==> src/rtl/clk_cal_disp_ctrl.sv <==
// Mode/display controller: rotates time/date/year on the shared 4-digit display and turns
// the mode/up/down buttons into single-cycle hour/minute adjust pulses with hold-to-repeat.
`timescale 1ns/1ps
module clk_cal_disp_ctrl #(
    parameter int unsigned T_TIME    = 10,
    parameter int unsigned T_DATE    = 3,
    parameter int unsigned T_YEAR    = 3,
    parameter int unsigned TIMEOUT_S = 15,
    parameter int unsigned HOLD_CYC  = 50000000,
    parameter int unsigned RPT_CYC   = 20000000
) (
    input  logic       clk_100MHz,
    input  logic       reset,
    input  logic       tick_1Hz,
    input  logic       btn_mode,
    input  logic       btn_up,
    input  logic       btn_down,
    input  logic [3:0] hr_10s,
    input  logic [3:0] hr_1s,
    input  logic [3:0] min_10s,
    input  logic [3:0] min_1s,
    input  logic [3:0] d_10s,
    input  logic [3:0] d_1s,
    input  logic [3:0] m_10s,
    input  logic [3:0] m_1s,
    input  logic [3:0] y_10s,
    input  logic [3:0] y_1s,
    output logic       inc_hour,
    output logic       dec_hour,
    output logic       inc_minute,
    output logic       dec_minute,
    output logic       stop,
    output logic [3:0] dig3,
    output logic [3:0] dig2,
    output logic [3:0] dig1,
    output logic [3:0] dig0,
    output logic       dp,
    output logic [2:0] mode
);

    typedef enum logic [2:0] {
        StShowTime = 3'd0,
        StShowDate = 3'd1,
        StShowYear = 3'd2,
        StSetHour  = 3'd3,
        StSetMin   = 3'd4
    } state_e;

    localparam logic [7:0]  TimeLast = 8'(T_TIME - 1);
    localparam logic [7:0]  DateLast = 8'(T_DATE - 1);
    localparam logic [7:0]  YearLast = 8'(T_YEAR - 1);
    localparam logic [7:0]  IdleLast = 8'(TIMEOUT_S - 1);
    localparam logic [31:0] HoldCyc  = 32'(HOLD_CYC);
    localparam logic [31:0] RptCyc   = 32'(RPT_CYC);
    localparam logic [3:0]  Blank    = 4'hF;

    state_e      state_q, state_d;
    logic [7:0]  sec_q, sec_d;
    logic [31:0] rpt_q, rpt_d;
    logic        rpt_run_q, rpt_run_d;
    logic        blink_q, blink_d;
    logic        mode_prev_q, up_prev_q, down_prev_q;

    logic        mode_press, up_press, down_press;
    logic        in_set, rpt_due, step_up, step_down;
    logic [7:0]  show_last;
    state_e      show_next;

    logic        inc_hour_d, dec_hour_d, inc_minute_d, dec_minute_d, stop_d, dp_d;
    logic [3:0]  dig3_d, dig2_d, dig1_d, dig0_d;

    assign mode_press = btn_mode & ~mode_prev_q;
    assign up_press   = btn_up & ~up_prev_q;
    assign down_press = btn_down & ~down_prev_q;
    assign in_set     = (state_q == StSetHour) || (state_q == StSetMin);
    // rpt_q counts held cycles since the last pulse; first gap is HOLD, later gaps RPT.
    assign rpt_due    = rpt_run_q ? (rpt_q == RptCyc) : (rpt_q == HoldCyc);
    assign mode       = state_q;

    always_comb begin
        show_last = TimeLast;
        show_next = StShowDate;
        case (state_q)
            StShowDate: begin
                show_last = DateLast;
                show_next = StShowYear;
            end
            StShowYear: begin
                show_last = YearLast;
                show_next = StShowTime;
            end
            default: ;
        endcase
    end

    always_comb begin
        state_d   = state_q;
        sec_d     = sec_q;
        rpt_d     = 32'd0;
        rpt_run_d = 1'b0;
        blink_d   = blink_q;
        step_up   = 1'b0;
        step_down = 1'b0;
        if (mode_press) begin
            case (state_q)
                StSetHour: state_d = StSetMin;
                StSetMin:  state_d = StShowTime;
                default:   state_d = StSetHour;
            endcase
            sec_d   = 8'd0;
            blink_d = 1'b0;
        end else if (in_set) begin
            if (tick_1Hz) begin
                blink_d = ~blink_q;
            end
            // Only a single held button drives adjusts; both or neither keep the counter at 0.
            if (btn_up ^ btn_down) begin
                if (up_press || down_press || rpt_due) begin
                    step_up   = btn_up;
                    step_down = btn_down;
                    rpt_d     = 32'd1;
                    rpt_run_d = ~(up_press | down_press);
                end else begin
                    rpt_d     = rpt_q + 32'd1;
                    rpt_run_d = rpt_run_q;
                end
            end
            if (up_press || down_press || step_up || step_down) begin
                sec_d = 8'd0;
            end else if (tick_1Hz) begin
                if (sec_q == IdleLast) begin
                    state_d   = StShowTime;
                    sec_d     = 8'd0;
                    blink_d   = 1'b0;
                    rpt_d     = 32'd0;
                    rpt_run_d = 1'b0;
                end else begin
                    sec_d = sec_q + 8'd1;
                end
            end
        end else if (tick_1Hz) begin
            if (sec_q == show_last) begin
                state_d = show_next;
                sec_d   = 8'd0;
                blink_d = 1'b0;
            end else begin
                sec_d   = sec_q + 8'd1;
                blink_d = ~blink_q;
            end
        end
    end

    // Outputs are registered from the next-state view so they line up with mode.
    always_comb begin
        inc_hour_d   = step_up && (state_q == StSetHour);
        dec_hour_d   = step_down && (state_q == StSetHour);
        inc_minute_d = step_up && (state_q == StSetMin);
        dec_minute_d = step_down && (state_q == StSetMin);
        stop_d       = (state_d == StSetHour) || (state_d == StSetMin);
        dig3_d       = hr_10s;
        dig2_d       = hr_1s;
        dig1_d       = min_10s;
        dig0_d       = min_1s;
        dp_d         = 1'b1;
        case (state_d)
            StShowTime: dp_d = ~blink_d;
            StShowDate: begin
                dig3_d = d_10s;
                dig2_d = d_1s;
                dig1_d = m_10s;
                dig0_d = m_1s;
            end
            StShowYear: begin
                dig3_d = 4'd2;
                dig2_d = 4'd0;
                dig1_d = y_10s;
                dig0_d = y_1s;
                dp_d   = 1'b0;
            end
            StSetHour: begin
                if (blink_d) begin
                    dig3_d = Blank;
                    dig2_d = Blank;
                end
            end
            StSetMin: begin
                if (blink_d) begin
                    dig1_d = Blank;
                    dig0_d = Blank;
                end
            end
            default: ;
        endcase
    end

    always_ff @(posedge clk_100MHz) begin
        if (reset) begin
            state_q     <= StShowTime;
            sec_q       <= 8'd0;
            rpt_q       <= 32'd0;
            rpt_run_q   <= 1'b0;
            blink_q     <= 1'b0;
            mode_prev_q <= 1'b1;
            up_prev_q   <= 1'b1;
            down_prev_q <= 1'b1;
            inc_hour    <= 1'b0;
            dec_hour    <= 1'b0;
            inc_minute  <= 1'b0;
            dec_minute  <= 1'b0;
            stop        <= 1'b0;
            dig3        <= Blank;
            dig2        <= Blank;
            dig1        <= Blank;
            dig0        <= Blank;
            dp          <= 1'b1;
        end else begin
            state_q     <= state_d;
            sec_q       <= sec_d;
            rpt_q       <= rpt_d;
            rpt_run_q   <= rpt_run_d;
            blink_q     <= blink_d;
            mode_prev_q <= btn_mode;
            up_prev_q   <= btn_up;
            down_prev_q <= btn_down;
            inc_hour    <= inc_hour_d;
            dec_hour    <= dec_hour_d;
            inc_minute  <= inc_minute_d;
            dec_minute  <= dec_minute_d;
            stop        <= stop_d;
            dig3        <= dig3_d;
            dig2        <= dig2_d;
            dig1        <= dig1_d;
            dig0        <= dig0_d;
            dp          <= dp_d;
        end
    end

endmodule

==> config.mk <==
export PLATFORM = sky130hd
export DESIGN_NAME = clk_cal_disp_ctrl
export DESIGN_NICKNAME = d
export VERILOG_FILES = /design/src/rtl/clk_cal_disp_ctrl.sv
export SDC_FILE = /design/constraint.sdc
export NUM_CORES = 1
export LEC_CHECK = 0
export BUFFER_PORTS_ARGS = -buffer_cell sky130_fd_sc_hd__clkbuf_2
export CELL_PAD_IN_SITES_DETAIL_PLACEMENT = 1
export CELL_PAD_IN_SITES_GLOBAL_PLACEMENT = 2
export CORE_MARGIN = 2
export CORE_UTILIZATION = 32
export DETAILED_ROUTE_END_ITERATION = 8
export PLACE_DENSITY_LB_ADDON = 0.1
export SLEW_MARGIN = 5
export SYNTH_ARGS = -nofsm -noshare
export SYNTH_HDL_FRONTEND = slang
export SYNTH_SLANG_ARGS = --single-unit
==> constraint.sdc <==
create_clock -name clk_100MHz -period 3.45 [get_ports clk_100MHz]
set_input_delay 0.1725 -clock clk_100MHz [delete_from_list [all_inputs] [get_ports clk_100MHz]]
set_output_delay 0.1725 -clock clk_100MHz [all_outputs]
set_load 0.03 [all_outputs]
# Word level (Yosys, flattened, before mapping)
# Cells that the tools add are included.
# word_totals
ff_bits,70
input_bits,46
out_inout_bits,25
word_cells,117
# op_classes
add_sub_neg,2
n_eq_ne,12
mux,56
bitwise_logic,12
n_reduce_logical,17
# ops
op,n
$mux W32,5
$mux W8,6
$pmux W4 S3,4
$add A32 B1 Y32 const B,1
$eq A32 B25 Y1 const B,1
$eq A32 B26 Y1 const B,1
$mux W1,26
$mux W3,7
$mux W4,5
$eq A3 B2 Y1 const B,4
$add A8 B1 Y8 const B,1
$eq A8 B4 Y1 const B,1
$eq A8 B8 Y1,1
$not A1 Y1,7
$eq A3 B1 Y1 const B,2
$eq A3 B3 Y1 const B,2
$logic_or A1 B1 Y1,6
$pmux W3 S2,1
$logic_and A1 B1 Y1,4
$pmux W2 S2,1
$reduce_bool A2 Y1,2
$reduce_or A2 Y1,2
$and A1 B1 Y1,3
$logic_not A3 Y1,1
5 further kinds,5

# Logic depth before layout (Yosys ltp)
# logic_depth
depth_word,15
depth_mapped,9
mapped_depth_nobuf,9

# Worst setup path before layout
# Ideal clock, no wire load.
# synth_timing
path_type,reg2reg
startpoint,register rpt_q[5]
endpoint,register dig3[1]
setup_time_ns,0.132
arrival_time_ns,2.306
required_ns,3.318
slack_ns,1.012
path_stages_with_launch,8
n_path_buf,0
synth_period_minus_slack_ns,2.438
cell_sequence,dfxtp_1 or4_4 a2111oi_4 o2111a_4 a221oi_1 o32a_1 a31oi_4 nand3_1
# synth_via
elab_chain_len,14
elab_cells_between_ends,25
classes_between,eq/ne (5); mux (17); reduce/logical (3)
# synth_rtl
item,line,source
start: declaration,59,"logic [31:0] rpt_q, rpt_d;"
start signal: assignment,219,rpt_q <= rpt_d;
$eq A32 B26 Y1 or $eq A32 B25 Y1 (tied branches),77,assign rpt_due = rpt_run_q ? (rpt_q == RptCyc) : (rpt_q == HoldCyc);
$mux W1 (*),77,
$logic_or A1 B1 Y1 (*),118,if (up_press || down_press || rpt_due) begin
$mux W1,118,
$mux W1,117,if (btn_up ^ btn_down) begin
$mux W1,112,end else if (in_set) begin
$mux W1,104,if (mode_press) begin
$logic_or A1 B1 Y1,128,if (up_press || down_press || step_up || step_down) begin
$logic_or A1 B1 Y1 (*),128,
$mux W3 or $mux W1 (tied branches),128,
$mux W3 or $mux W1 (tied branches),112,
$mux W3 or $mux W1 (tied branches),104,
$eq A3 B2 Y1 (tied with other cells),165,case (state_d)
$pmux W4 S3 (*),165,
end signal: assignment,211,dig3 <= Blank;
end signal: assignment,230,dig3 <= dig3_d;
end: declaration,33,"output logic [3:0] dig3,"
# Every way passes the cells marked *; elsewhere a longest branch is shown, timed or not. The select of a mux whose other input is x is not followed.
# A chain may end at the register's enable or synchronous reset.

# Worst setup path in the final report
# layout_timing
startpoint,register sec_q[4]
endpoint,register dig0[0]
# layout_via
elab_chain_len,8
elab_cells_between_ends,21
classes_between,eq/ne (5); mux (16)
# layout_rtl
item,line,source
start: declaration,58,"logic [7:0] sec_q, sec_d;"
start signal: assignment,199,sec_q <= 8'd0;
start signal: assignment,218,sec_q <= sec_d;
$eq A8 B4 Y1,131,if (sec_q == IdleLast) begin
$mux W3 or $mux W1 (tied branches),131,
$mux W3 or $mux W1 (tied branches),130,end else if (tick_1Hz) begin
$mux W3 or $mux W1 (tied branches),128,
$mux W3 or $mux W1 (tied branches),112,
$mux W3 or $mux W1 (tied branches),104,
$eq A3 B3 Y1 (tied with other cells),165,
$pmux W4 S3 (*),165,
end signal: assignment,214,dig0 <= Blank;
end signal: assignment,233,dig0 <= dig0_d;
end: declaration,36,"output logic [3:0] dig0,"
# Every way passes the cells marked *; elsewhere a longest branch is shown, timed or not.

==> reports/summary.txt <==
status: finished, final reports clean
port bufs: 70
ratio of final minimum period to clock period: 0.798
Post-synth EDFFs: 0
hold_buf cts: 0
Async S/R FF share, synth: 0
static leakage power: 0.00157 uW
yosys warns: 0
gr ovfl total: 0
Setup crit start kind: flip-flop
Routed Wire Length: 9.26 mm
CTS tree: done
CP endpoint kind: flip-flop
max cap viols: 0
H-tree depth: 3
flop2flop setup slack: 700 ps
starting density of the core: 0.332
syn avg cell area: 8.47 um^2
setup total negative slack: 0 ps
Worst Min Path Start: d_10s[2]
Tot Pwr: 1690 uW
Largest delay share family, worst path: simple AND/OR/NAND/NOR gates
worst path bufs/invs: 0
largest net degree at the start of global routing: 32
Area Growth Syn to Fin: 20.5%
GRT Total Usage: 0.169
beginning of the worst register-to-register path: sec_q[4]$_SDFFE_PP0P_
DR vias/cell: 5.03
Worst EP arrival: 2950 ps
Post-Syn Area: 3440 um^2
first-pass GRT wire length: 15.4 mm
initial antenna violation count: 0
Fmax: 363 MHz
Slowest cell on crit path: a41oi_1
Rows: 37
crit-path max FO: 8
R2R cell count: 6
RSZ-0062 raised after global routing: no
Distinct cells, synth: 56
Placer Congestion: 0.759
share of layout cells above drive strength 1: 0.235
# nets final: 532
pwr/cell area: 407 nW/um^2
Chip Height: 108 um
Worst Skew: 9.85 ps
VDD IR max: 0.150 mV
Final Util: 0.400
Hold EP: dig3[2]$_SDFF_PP1_
Worst path max stage delay: 630 ps
commonest register cell after synthesis: dfxtp_1
Clock Latency Late Sink: 340 ps
hold path cells: 3
Post-Syn Instances: 406
Hold Violations, Final: 0
routed wire length per instance: 14.9 um
filler cell count: 1289
cts repair resizes: 0
Hold Path Class: in -> reg
clk buf depth: 2
Root Driver: clkbuf_8
crit path kind: reg -> reg
num ports: 71
core footprint: 10400 um^2
Crit Reg-Reg Endpoint: dig0[0]$_SDFF_PP1_
share of the yosys chip area belonging to registers: 0.407
vias in the first global route: 3153
TritonCTS buffer count: 9
Detail Route Antenna Nets: 0
crit path time final: 2750 ps
CP cell instances: or4_1, or3_1, nor3_1, a21oi_1, a41oi_1, nand3_1
drt pass-1 iters: 4
Crit path required time: 3640 ps
Setup Buffers After CTS: 0
vias: 3130
# diodes: 0
slew of the pin with the lowest slew margin: 867 ps
Die ar.: 11600 um^2
clock sinks: 70
clk slew on worst S/H paths: 80 ps
Net Count, Synth: 456
Remaining DRCs: 0
Pins Over Slew Limit: 0
DRT iter0 DRCs: 124
Die X: 108 um
Setup Viol. Count Final: 0
normalized max-slew margin: 0.416
hpwl dp: 7.23 mm
flip-flop and latch count after synthesis: 70
==> through the flow <==
| stage | setup slack [ps] | area (um^2) | hold slack (ps) | cells |
|---|---|---|---|---|
| floorplan | 1010 | 3440 | 279 | 406 |
| global placement | 682 | 3960 | 383 | 607 |
| detailed placement | 660 | 3960 | 383 | 607 |
| CTS | 650 | 4150 | 11.2 | 622 |
| global route | 335 | 4150 | 7.06 | 622 |
| finish | 697 | 4150 | 31.6 | 622 |
==> where the power goes <==
part	total, uW	switching [uW]	internal, uW
Sequential	846	13.8	832
Combinational	193	122	71.3
Clock	647	315	333
==> flip-flops by register name, summed over array words and instances (netlist names) <==
name	flops
inc_hour	1
dig0	4
inc_minute	1
blink_q	1
dig3	4
stop	1
rpt_q	32
dec_hour	1
rpt_run_q	1
mode	3
dig1	4
down_prev_q	1
dig2	4
mode_prev_q	1
dec_minute	1
up_prev_q	1
dp	1
sec_q	8
==> final cells by class <==
cell class                      instances  area (um^2)  area share
Sequential cell                        70         1400       0.338
Clock inverter                          5         60.1      0.0145
Timing Repair Buffer                   77          403      0.0972
Inverter                               13         48.8      0.0118
Multi-Input combinational cell        311         1930       0.467
Clock buffer                           10          128      0.0308
Tap cell                              136          170      0.0411
==> cells in the final DEF (no fill, tap or decap), types with 2 or more instances in the layout <==
master / instances
dfxtp_1: 70
clkbuf_2: 70
nor2_1: 58
nand2_1: 30
nand3_1: 28
a21oi_1: 22
xor2_1: 20
nor3_1: 17
xnor2_1: 16
inv_1: 13
nand4_1: 11
nor3b_1: 9
clkbuf_8: 9
nand2b_1: 8
a22oi_1: 8
and3_1: 7
or2_2: 7
o21ai_0: 7
buf_4: 7
nor4_1: 5
o211ai_1: 5
nor2b_1: 5
or3_1: 4
ha_1: 4
and4_1: 3
o2111ai_1: 3
or2b_2: 2
a211o_1: 2
and2_1: 2
a21o_1: 2
==> metal layers <==
| metal | global-route usage | share of wire | vias to the layer above |
|---|---|---|---|
| li1 | - | - | 1585 |
| met1 | 0.225 | 0.50 | 1478 |
| met2 | 0.273 | 0.45 | 60 |
| met3 | 0.0490 | 0.046 | 7 |
| met4 | 0.0330 | 0.0080 | 0 |
| met5 | 0 | 0 | - |
==> tightest hold or removal path, cell delays in order <==
cell      delay (ps)
clkbuf_2          80
a21oi_1           50
nand2_1           50
==> worst max-delay path by stage <==
stage                         endpoint  slack [ps]  cells after the start                  start
finish              dig0[0]$_SDFF_PP1_         700                      6  sec_q[4]$_SDFFE_PP0P_
global route        dig1[0]$_SDFF_PP1_         330                      7  sec_q[4]$_SDFFE_PP0P_
CTS                 dig0[0]$_SDFF_PP1_         650                      6  sec_q[4]$_SDFFE_PP0P_
detailed placement  dig0[0]$_SDFF_PP1_         660                      6  sec_q[4]$_SDFFE_PP0P_
global placement    dig1[0]$_SDFF_PP1_         680                      6  sec_q[4]$_SDFFE_PP0P_
floorplan           dig3[1]$_SDFF_PP1_        1010                      7    rpt_q[5]$_SDFF_PP0_
==> synthesized netlist by cell type (2+ instances only) <==
master     count  share of area
dfxtp_1       70           0.41
a21oi_1       22          0.032
o21ai_0        7          0.010
nor3b_1        9          0.020
or2b_2         2         0.0051
and3_1         7          0.013
a22oi_1        8          0.017
inv_1         13          0.014
nor4_1         5         0.0091
a211o_1        2         0.0051
nor3_1        17          0.025
and4_1         3         0.0076
o2111ai_1      3         0.0076
a21o_1         2         0.0044
o211ai_1       5          0.011
nor2b_1        5         0.0091
clkbuf_1       9         0.0098
buf_2          2         0.0029
nand2b_1       8          0.015
nand2_1       30          0.033
nand4_1       11          0.020
or3_1          4         0.0073
xnor2_1       16          0.041
or2_2          7          0.013
ha_1           4          0.015
and2_1         2         0.0036
nand3_1       28          0.041
xor2_1        20          0.051
nor2_1        58          0.063
==> kinds of logic after synthesis <==
kind of cell             Yosys count  synth area share
AO/OA/AOI/OAI                     64             0.147
AND/OR/NAND/NOR                  207             0.310
adder cells (fa/ha/maj)            4            0.0146
flip-flops                        70             0.407
buffers and inverters             25            0.0302
XOR/XNOR                          36            0.0917
(Power assumes the default switching activity.)
